===== config.mk =====
export PLATFORM = sky130hd
export DESIGN_NAME = forwarding_unit
export DESIGN_NICKNAME = d
export VERILOG_FILES = /design/src/rtl/forwarding_unit.sv
export SDC_FILE = /design/constraint.sdc
export NUM_CORES = 1
export LEC_CHECK = 0
export ABC_AREA = 1
export CAP_MARGIN = 40
export CORE_AREA = 2 2 39 41
export DETAILED_ROUTE_END_ITERATION = 6
export DIE_AREA = 0 0 41 43
export GPL_ROUTABILITY_DRIVEN = 0
export PLACE_DENSITY = 0.71
export SLEW_MARGIN = 20
export SYNTH_ARGS = -nofsm -noshare
export SYNTH_HDL_FRONTEND = slang
export SYNTH_SLANG_ARGS = --single-unit

===== constraint.sdc =====
create_clock -name vclk -period 1.5
set_input_delay 0.375 -clock vclk [all_inputs]
set_output_delay 0.375 -clock vclk [all_outputs]
set_load 0.02 [all_outputs]

===== src/rtl/forwarding_unit.sv =====
// rtl/forwarding_unit.sv - EX-stage operand bypass select generation
//
// Picks where each ALU operand comes from, based on the newest in-flight
// producer of that source register.
//
// Parameters:
//   ADDR_W  register address width
//   REG_OUT 0 = combinational selects, 1 = selects registered on CLK
//
// Ports:
//   CLK              rising-edge clock (REG_OUT=1 only)
//   RST              synchronous active-high reset (REG_OUT=1 only)
//   ARD_EX_MEM       destination register held in EX/MEM
//   ARD_MEM_WB       destination register held in MEM/WB
//   ARS1, ARS2       source registers of the instruction in EX
//   REGWRITE_EX_MEM  EX/MEM instruction writes the register file
//   REGWRITE_MEM_WB  MEM/WB instruction writes the register file
//   FORWARD_A/B      operand selects: 00 regfile, 10 EX/MEM, 01 MEM/WB
module forwarding_unit #(
    parameter int ADDR_W  = 5,
    parameter bit REG_OUT = 1'b0
) (
    input  logic              CLK,
    input  logic              RST,
    input  logic [ADDR_W-1:0] ARD_EX_MEM,
    input  logic [ADDR_W-1:0] ARD_MEM_WB,
    input  logic [ADDR_W-1:0] ARS1,
    input  logic [ADDR_W-1:0] ARS2,
    input  logic              REGWRITE_EX_MEM,
    input  logic              REGWRITE_MEM_WB,
    output logic [1:0]        FORWARD_A,
    output logic [1:0]        FORWARD_B
);

    localparam logic [1:0] SEL_REGFILE = 2'b00;
    localparam logic [1:0] SEL_EX_MEM  = 2'b10;
    localparam logic [1:0] SEL_MEM_WB  = 2'b01;

    // x0 is hardwired to zero, so a "write" to it must never be bypassed.
    // EX/MEM is checked first because it carries the younger result.
    function automatic logic [1:0] select_for(
        input logic [ADDR_W-1:0] rs,
        input logic [ADDR_W-1:0] rd_em,
        input logic              we_em,
        input logic [ADDR_W-1:0] rd_mw,
        input logic              we_mw
    );
        logic [1:0] sel;
        sel = SEL_REGFILE;
        if (we_em && (rd_em != '0) && (rd_em == rs)) begin
            sel = SEL_EX_MEM;
        end else if (we_mw && (rd_mw != '0) && (rd_mw == rs)) begin
            sel = SEL_MEM_WB;
        end
        return sel;
    endfunction

    logic [1:0] fwd_a_comb;
    logic [1:0] fwd_b_comb;

    always_comb begin
        fwd_a_comb = select_for(ARS1, ARD_EX_MEM, REGWRITE_EX_MEM,
                                ARD_MEM_WB, REGWRITE_MEM_WB);
        fwd_b_comb = select_for(ARS2, ARD_EX_MEM, REGWRITE_EX_MEM,
                                ARD_MEM_WB, REGWRITE_MEM_WB);
    end

    generate
        if (REG_OUT) begin : g_reg
            logic [1:0] fwd_a_q;
            logic [1:0] fwd_b_q;

            always_ff @(posedge CLK) begin
                if (RST) begin
                    fwd_a_q <= SEL_REGFILE;
                    fwd_b_q <= SEL_REGFILE;
                end else begin
                    fwd_a_q <= fwd_a_comb;
                    fwd_b_q <= fwd_b_comb;
                end
            end

            assign FORWARD_A = fwd_a_q;
            assign FORWARD_B = fwd_b_q;
        end else begin : g_comb
            // Clock and reset have no function in the combinational build.
            logic unused_clk_rst;
            assign unused_clk_rst = CLK ^ RST;

            assign FORWARD_A = fwd_a_comb;
            assign FORWARD_B = fwd_b_comb;
        end
    endgenerate

endmodule


==> metrics.txt, run 1 <==
worst min path class input port to primary output; sequence of cells on the critical path buf_6, inv_2, nand2_2, nand2_2, nor2_2, nand3_2, nor2_2, nor2_1, buf_4; first-pass GRT wire length 1.70 mm; slew margin rel. 88.9%; clock buffers 0; RSZ-0062 raised after global routing true; DR vias 545; Antenna Cells 0; drt drc 0; hold path startpoint ARS2[4]; utilization after layout 50.7%; Sw Share 46.9%; outcome finished, final reports clean; Initial Util 26.2%; sequential cells 0; CP arrival 1.11 ns; die area 1760 µm²; syn nets 105; most common cell after layout, fill and taps aside nand2_1; sequential-to-total area share from yosys stat 0%; die height 43 µm; detailed-route wire length per cell 10.0 µm; M2 GR Usage 23.8%; First DRT Iteration DRCs 7; sequential power share 0%; total global routing overflow 0; Slowest Stage Delay on Critical Path 0.15 ns; Buf/Inv on CP 3; max-slew violation count 0; Startpoint Class input port; vias per cell 4.43; Final setup viols 0; All-Layer GR Usage 13.1%; total wire length 1.24 mm; number of global-route vias before repair 433; VDD IR max 0.0000821 V; fin crit share 98.9%; Routed Antenna Nets 0; chip width 41 µm; Port Buffer Count 26; Fin Setup TNS 0 ns; most frequent cells in the layout nand2_1, buf_6, inv_2, nor2_1, nand2_2; largest net degree at the start of global routing 5; synth-to-layout area growth 93.4%; average cell area after synthesis 4.48 µm²; endpoints failing hold 0; Synth warnings 0; area leader, netlist nand2_1; Mapped Area 363 µm²; Worst-Margin Slew 0.166 ns; Crit. End Element primary output; Static Leak 0.393 nW; M1 GR Usage 17.5%; Core Rows 14; top-area cell type share of the netlist area 39.3%; Final Net Count 133; Hold Slack 1.16 ns; detailed placement HPWL 942 µm; ratio of cells with drive above 1 in the final layout 50.5%; Worst path top cell family by delay simple AND/OR/NAND/NOR gates; post-synth cell types 10; Gate power share 100.0%; hold buffer count at CTS 0; crit path max fanout 3; GR peak layer met2; initial antenna violation count 0; number of I/O pins 28; FMAX 0.674 GHz; MaxCap Viol Count 0; Setup Crit Path Kind input port to primary output; PD cells 267 nW/µm²; Internal 0.0000995 W; CORE AREA 1380 µm²; Clock power frac 0%; NetSw 0.0000878 W; met3 Use GR 0%; Synth area leaders nand2_1, xnor2_1, inv_1; Syn Inst Count 81; Critical Path RT 1.12 ns; Seq. cell area 0 µm²; Final min period 1.48 ns; Max stage delay cell, worst path buf_4; 1st-pass router iterations 4; Final Power 0.000187 W; critical path startpoint ARS2[2]
stage by stage:
| step | instances | instance area (µm²) | setup WS, ns |
|---|---|---|---|
| after floorplan | 81 | 363 | 0.0694 |
| after global placement | 123 | 643 | -0.878 |
| after detailed placement | 123 | 643 | -0.877 |
| after CTS | 123 | 612 | 0.00179 |
| after global routing | 123 | 702 | -0.0588 |
| final | 123 | 702 | 0.0160 |
power by group through the flow:
stage          Sequential [W]  Combinational, W  Clock [W]
2_1_floorplan               0         0.0000703          0
3_3_place_gp                0          0.000159          0
3_5_place_dp                0          0.000160          0
4_1_cts                     0          0.000156          0
5_1_grt                     0          0.000205          0
6_report                    0          0.000187          0
synthesized netlist by cell type:
master	n
nand4_1	3
nand3_1	2
inv_2	1
xnor2_1	6
nand2_1	38
nor2_2	2
xor2_1	2
nand3b_1	1
nor2_1	13
inv_1	13
tightest hold or removal path, stage by stage:
cell and delay [ns]:
buf_6 0.09, xnor2_2 0.07, nand3_2 0.07, nor2_2 0.03, buf_2 0.15
layout make-up:
class | count | area (µm²)
fillers | 158 | 682
multi-input cells | 67 | 375
repair buffers | 26 | 249
inverters | 14 | 57.6
well taps | 16 | 20.0
cell families after synthesis:
family | Yosys count | synth area share (%)
buf+inv | 14 | 14.5
xor+xnor | 8 | 19.3
simple gates | 59 | 66.2
worst paths after layout:
kind	slack, ns	depth (start not counted)	end
hold / removal	1.16	5	FORWARD_B[1]
setup / recovery	0.02	9	FORWARD_B[0]
what timing repair did:
action / in CTS / in global routing
pin swaps: 27 / 18
resized for setup: 126 / 29
setup buffers: 0 / 0
setup endpoints to repair: 4 / 4
layer usage:
layer | vias to the layer above | part of all wire [%]
met1 | 241 | 41
met3 | 0 | 5.3
met2 | 13 | 54
met5 | - | 0
li1 | 291 | -
met4 | 0 | 0
Power figures use the tool's default switching activity.
==> run 2, diff against run 1 <==
CORE_AREA = 4 4 41 43   (was 2 2 39 41)
DIE_AREA = 0 0 45 47   (was 0 0 41 43)
==> metrics.txt, run 2 (synthesized netlist as in run 1, its figures left out) <==
Max stage delay cell, worst path nor2_2; FMAX 0.674 GHz (about the same); drt drc 0 (unchanged); die area 2120 µm² (+20%); Worst path top cell family by delay simple AND/OR/NAND/NOR gates; utilization after layout 49.3% (-1.4 points); CP Depth 9 (unchanged); MaxCap Viol Count 0 (unchanged); final-layout fill cell count 158 (unchanged); number of I/O pins 28 (unchanged); number of global-route vias before repair 437 (+0.92%); slew margin rel. 90.8% (+1.9 points); hold path startpoint ARS1[4]; Setup Crit Path Kind input port to primary output; Port Buffer Count 26 (unchanged); outcome finished, final reports clean; total global routing overflow 0 (unchanged); most common cell after layout, fill and taps aside nand2_1; ratio of cells with drive above 1 in the final layout 35.5% (-15 points); die height 47 µm (+9.3%); crit path max fanout 3 (unchanged); WHS Path Cells 5 (unchanged); fin crit share 98.9% (about the same); CORE AREA 1300 µm² (-6.0%); chip width 45 µm (+9.8%); largest net degree at the start of global routing 5 (unchanged); Critical Path RT 1.12 ns (about the same); All-Layer GR Usage 10.7% (-2.4 points); first-pass GRT wire length 1.78 mm (+4.5%); Final Net Count 133 (unchanged); area occupied by multi-input gates 333 µm² (-11%); clock buffers 0 (unchanged); Crit. End Element primary output; PD cells 249 nW/µm² (-6.7%); detailed placement HPWL 937 µm (-0.52%); sequence of cells on the critical path buf_6, inv_2, nand2_1, nand2_1, nor2_1, nand3_1, nor2_2, nor2_2, buf_6; Startpoint Class input port; VDD IR max 0.000110 V (+34%); Post-DP Area 642 µm² (-0.19%); Post-CTS Setup Bufs 0 (unchanged); Static Leak 0.379 nW (-3.5%); max-slew violation count 0 (unchanged); Worst-Margin Slew 0.137 ns (-0.0290 ns); Final setup viols 0 (unchanged); First DRT Iteration DRCs 6 (-1); 1st-pass router iterations 4 (unchanged); CP arrival 1.11 ns (about the same); worst min path class input port to primary output; Routed Antenna Nets 0 (unchanged); Slowest Stage Delay on Critical Path 0.14 ns (about the same); RSZ-0062 raised after global routing true; hold buffer count at CTS 0 (unchanged); most frequent cells in the layout nand2_1, buf_6, nor2_1; total wire length 1.05 mm (-15%); DR vias 518 (-5.0%); Core Rows 13 (-1); vias per cell 4.25 (-4.2%); synth-to-layout area growth 76.9%; Initial Util 27.9% (+1.7 points); Seq. cell area 0 µm² (unchanged); critical path startpoint ARD_EX_MEM[1]; sequential cells 0 (unchanged); Antenna Cells 0 (unchanged); Final min period 1.48 ns (-0.000609 ns); endpoints failing hold 0 (unchanged); Buf/Inv on CP 3 (unchanged); initial antenna violation count 0 (unchanged); detailed-route wire length per cell 8.63 µm (-14%); Final Power 0.000160 W (-15%); Finished Cell Area 642 µm² (-8.6%)
run 2: area by class of cell:
| type | count | share of cell area [%] |
|---|---|---|
| Timing Repair Buffer | 26 | 37.0 |
| Multi-Input combinational cell | 67 | 51.9 |
| Tap cell | 15 | 2.92 |
| Inverter | 14 | 8.19 |
run 2: timing repair:
action,CTS,global route
pin swaps,23,6
setup endpoints to repair,4,4
resized for setup,119,13
run 2: routing by layer:
layer  vias up  global-route usage (%)  share of wire (%)
met2        18                    16.9                 45
met3         0                   0.383                9.7
met1       204                    16.9                 45
met4         0                       0                  0
li1        296                       -                  -
met5         -                       0                  0
run 2: through the flow:
stage / hold slack [ns] / std cells / worst slack (ns) / setup TNS, ns
global placement: 1.86 / 122 / -0.940 / -3.52
finish: 1.20 / 122 / 0.0166 / 0
CTS: 1.21 / 122 / -0.0254 / -0.0389
detailed placement: 1.84 / 122 / -0.908 / -3.50
floorplan: 0.918 / 81 / 0.0694 / 0
global route: 1.23 / 122 / -0.0702 / -0.167
run 2: where the power goes:
| part | total, W | leakage [nW] | switching (W) | internal [W] |
|---|---|---|---|---|
| sequential | 0 | 0 | 0 | 0 |
| clock | 0 | 0 | 0 | 0 |
| combinational | 0.000160 | 0.379 | 0.0000728 | 0.0000870 |
| total | 0.000160 | 0.379 | 0.0000728 | 0.0000870 |
run 2: path summary, 6_finish.rpt:
| path | to | slack, ns |
|---|---|---|
| worst max-delay path | FORWARD_B[0] | 0.02 |
| worst min-delay path | FORWARD_A[1] | 1.20 |
==> run 3, diff against run 2 <==
ABC_AREA = not set   (was 1)
DONT_BUFFER_PORTS = 1   (was not set)
PLACE_DENSITY = 0.35   (was 0.71)
SKIP_LAST_GASP = 1   (was not set)
==> metrics.txt, run 3 <==
sequential cells 0 (unchanged); Core Rows 13 (unchanged); detailed-route wire length per cell 15.7 µm (+81%); sequential power share 0% (unchanged); Seq. cell area 0 µm² (unchanged); chip width 45 µm (unchanged); Max stage delay cell, worst path or4_4; largest net degree at the start of global routing 4 (-1); Final Net Count 66 (-50%); CORE AREA 1300 µm² (unchanged); Initial Util 19.8% (-8.1 points); total global routing overflow 0 (unchanged); Worst path top cell family by delay simple AND/OR/NAND/NOR gates; number of global-route vias before repair 310 (-29%); RSZ-0062 raised after global routing true; first-pass GRT wire length 1.32 mm (-26%); sequence of cells on the critical path or4_4, o21ai_4, nor4_2, nor4_4, buf_4; NetSw 0.0000362 W (-50%); Syn Inst Count 34 (-58%); count leader, synth xnor2_1; Final setup viols 4 (+4); placed cell count 55 (-55%); endpoints failing hold 0 (unchanged); final-layout fill cell count 159 (+0.63%); die height 47 µm (unchanged); area leader, netlist xnor2_1; Startpoint Class input port; Routed Antenna Nets 0 (unchanged); fin crit share 128% (+29 points); top-area cell type share of the netlist area 54.4% (+15 points); Static Leak 0.106 nW (-72%); die area 2120 µm² (unchanged); failing checks setup timing; commonest cells in the netlist xnor2_1, nor4_1, xor2_1; worst min path class input port to primary output; Buf/Inv on CP 1 (-2); crit path max fanout 3 (unchanged); DR vias 271 (-48%); most common cell after layout, fill and taps aside xnor2_1; First DRT Iteration DRCs 0 (-6); Critical Path RT 1.12 ns (about the same); Post-CTS Setup Bufs 0 (unchanged); utilization after layout 29.8% (-20 points); Synth area leaders xnor2_1, xor2_1, nor4_1; hold buffer count at CTS 0 (unchanged); Internal 0.0000470 W (-46%); initial antenna violation count 0 (unchanged); ratio of cells with drive above 1 in the final layout 30.0% (-5.5 points); slew margin rel. 72.2% (-19 points); clock buffers 0 (unchanged); Slowest Stage Delay on Critical Path 0.52 ns (+0.38 ns); syn nets 58 (-45%); pre-CTS setup slack -0.440 ns (+0.468 ns); Gate power share 100.0% (about the same); post-route insts no fill 55 (-55%); Final Power 0.0000832 W (-48%); Clock power frac 0% (unchanged); average cell area after synthesis 7.58 µm² (+69%); FMAX 0.520 GHz (-23%); Hold Slack 1.03 ns (-0.168 ns); Sw Share 43.5% (-2.0 points); outcome finished, violations left; Mapped Area 258 µm² (-29%); Crit. End Element primary output; Antenna Cells 0 (unchanged); VDD IR max 0.0000604 V (-45%); drt drc 0 (unchanged); MaxCap Viol Count 0 (unchanged); PD cells 215 nW/µm² (-14%); number of I/O pins 28 (unchanged); total wire length 861 µm (-18%); most frequent cells in the layout xnor2_1, buf_4, xor2_1; CP arrival 1.55 ns (+0.44 ns); setup slack after layout -0.423 ns (-0.440 ns); 1st-pass router iterations 1 (-3); Worst-Margin Slew 0.413 ns (+0.276 ns); max-slew violation count 0 (unchanged); synth-to-layout area growth 50.5%; vias per cell 4.93 (+16%); Final min period 1.92 ns (+0.440 ns); post-synth cell types 9 (-1); Port Buffer Count 0 (-100%); sequential-to-total area share from yosys stat 0% (unchanged); All-Layer GR Usage 8.18% (-2.5 points); Setup Crit Path Kind input port to primary output; Synth warnings 0 (unchanged)
-- run 3: power by group through the flow --
stage	clock (W)	combinational (W)	sequential (W)
after floorplan	0	0.0000666	0
after global placement	0	0.0000790	0
after detailed placement	0	0.0000781	0
after CTS	0	0.0000844	0
after global routing	0	0.0000923	0
final	0	0.0000832	0
-- run 3: what timing repair did --
| action | CTS | global route |
|---|---|---|
| pin swaps | 0 | 0 |
| setup endpoints to repair | 4 | 4 |
| gates cloned | 0 | 0 |
| gates resized for setup | 4 | 0 |
-- run 3: metal layers --
layer / track usage (%) / up-vias / share of wire (%)
met5: 0 / - / 0
met4: 0 / 0 / 0
met3: 2.30 / 0 / 12
met2: 16.1 / 12 / 57
met1: 9.21 / 126 / 31
li1: - / 133 / -
-- run 3: area by class of cell --
type	count	area, µm²	share of cell area, %
Timing Repair Buffer	6	48.8	12.6
Multi-Input combinational cell	34	320	82.6
Tap cell	15	18.8	4.84
-- run 3: tightest hold or removal path, delay by kind of cell --
family                 cells  cell delay [ns]
AOI/OAI and AO/OA          1             0.06
and+or+nand+nor            1             0.07
buffers and inverters      1             0.15
-- run 3: final timing paths --
path,from,to,slack [ns],cells past startpoint
worst min-delay path,REGWRITE_EX_MEM,FORWARD_B[1],1.03,3
worst max-delay path,ARD_EX_MEM[1],FORWARD_B[0],-0.42,5
-- run 3: cells by family (layout without fill, tap and decap cells) --
family | count (synthesis) | in the layout | share of synthesized area (%)
compound gates | 1 | 1 | 3.40
xor+xnor | 20 | 20 | 68.0
simple gates | 13 | 13 | 28.6
buf+inv | 0 | 6 | 0
-- run 3: stage by stage --
step	area, µm²	TNS (ns)
final	388	-1.36
after floorplan	300	-0.976
after global placement	364	-1.38
after detailed placement	364	-1.42
after global routing	388	-1.53
after CTS	388	-1.37
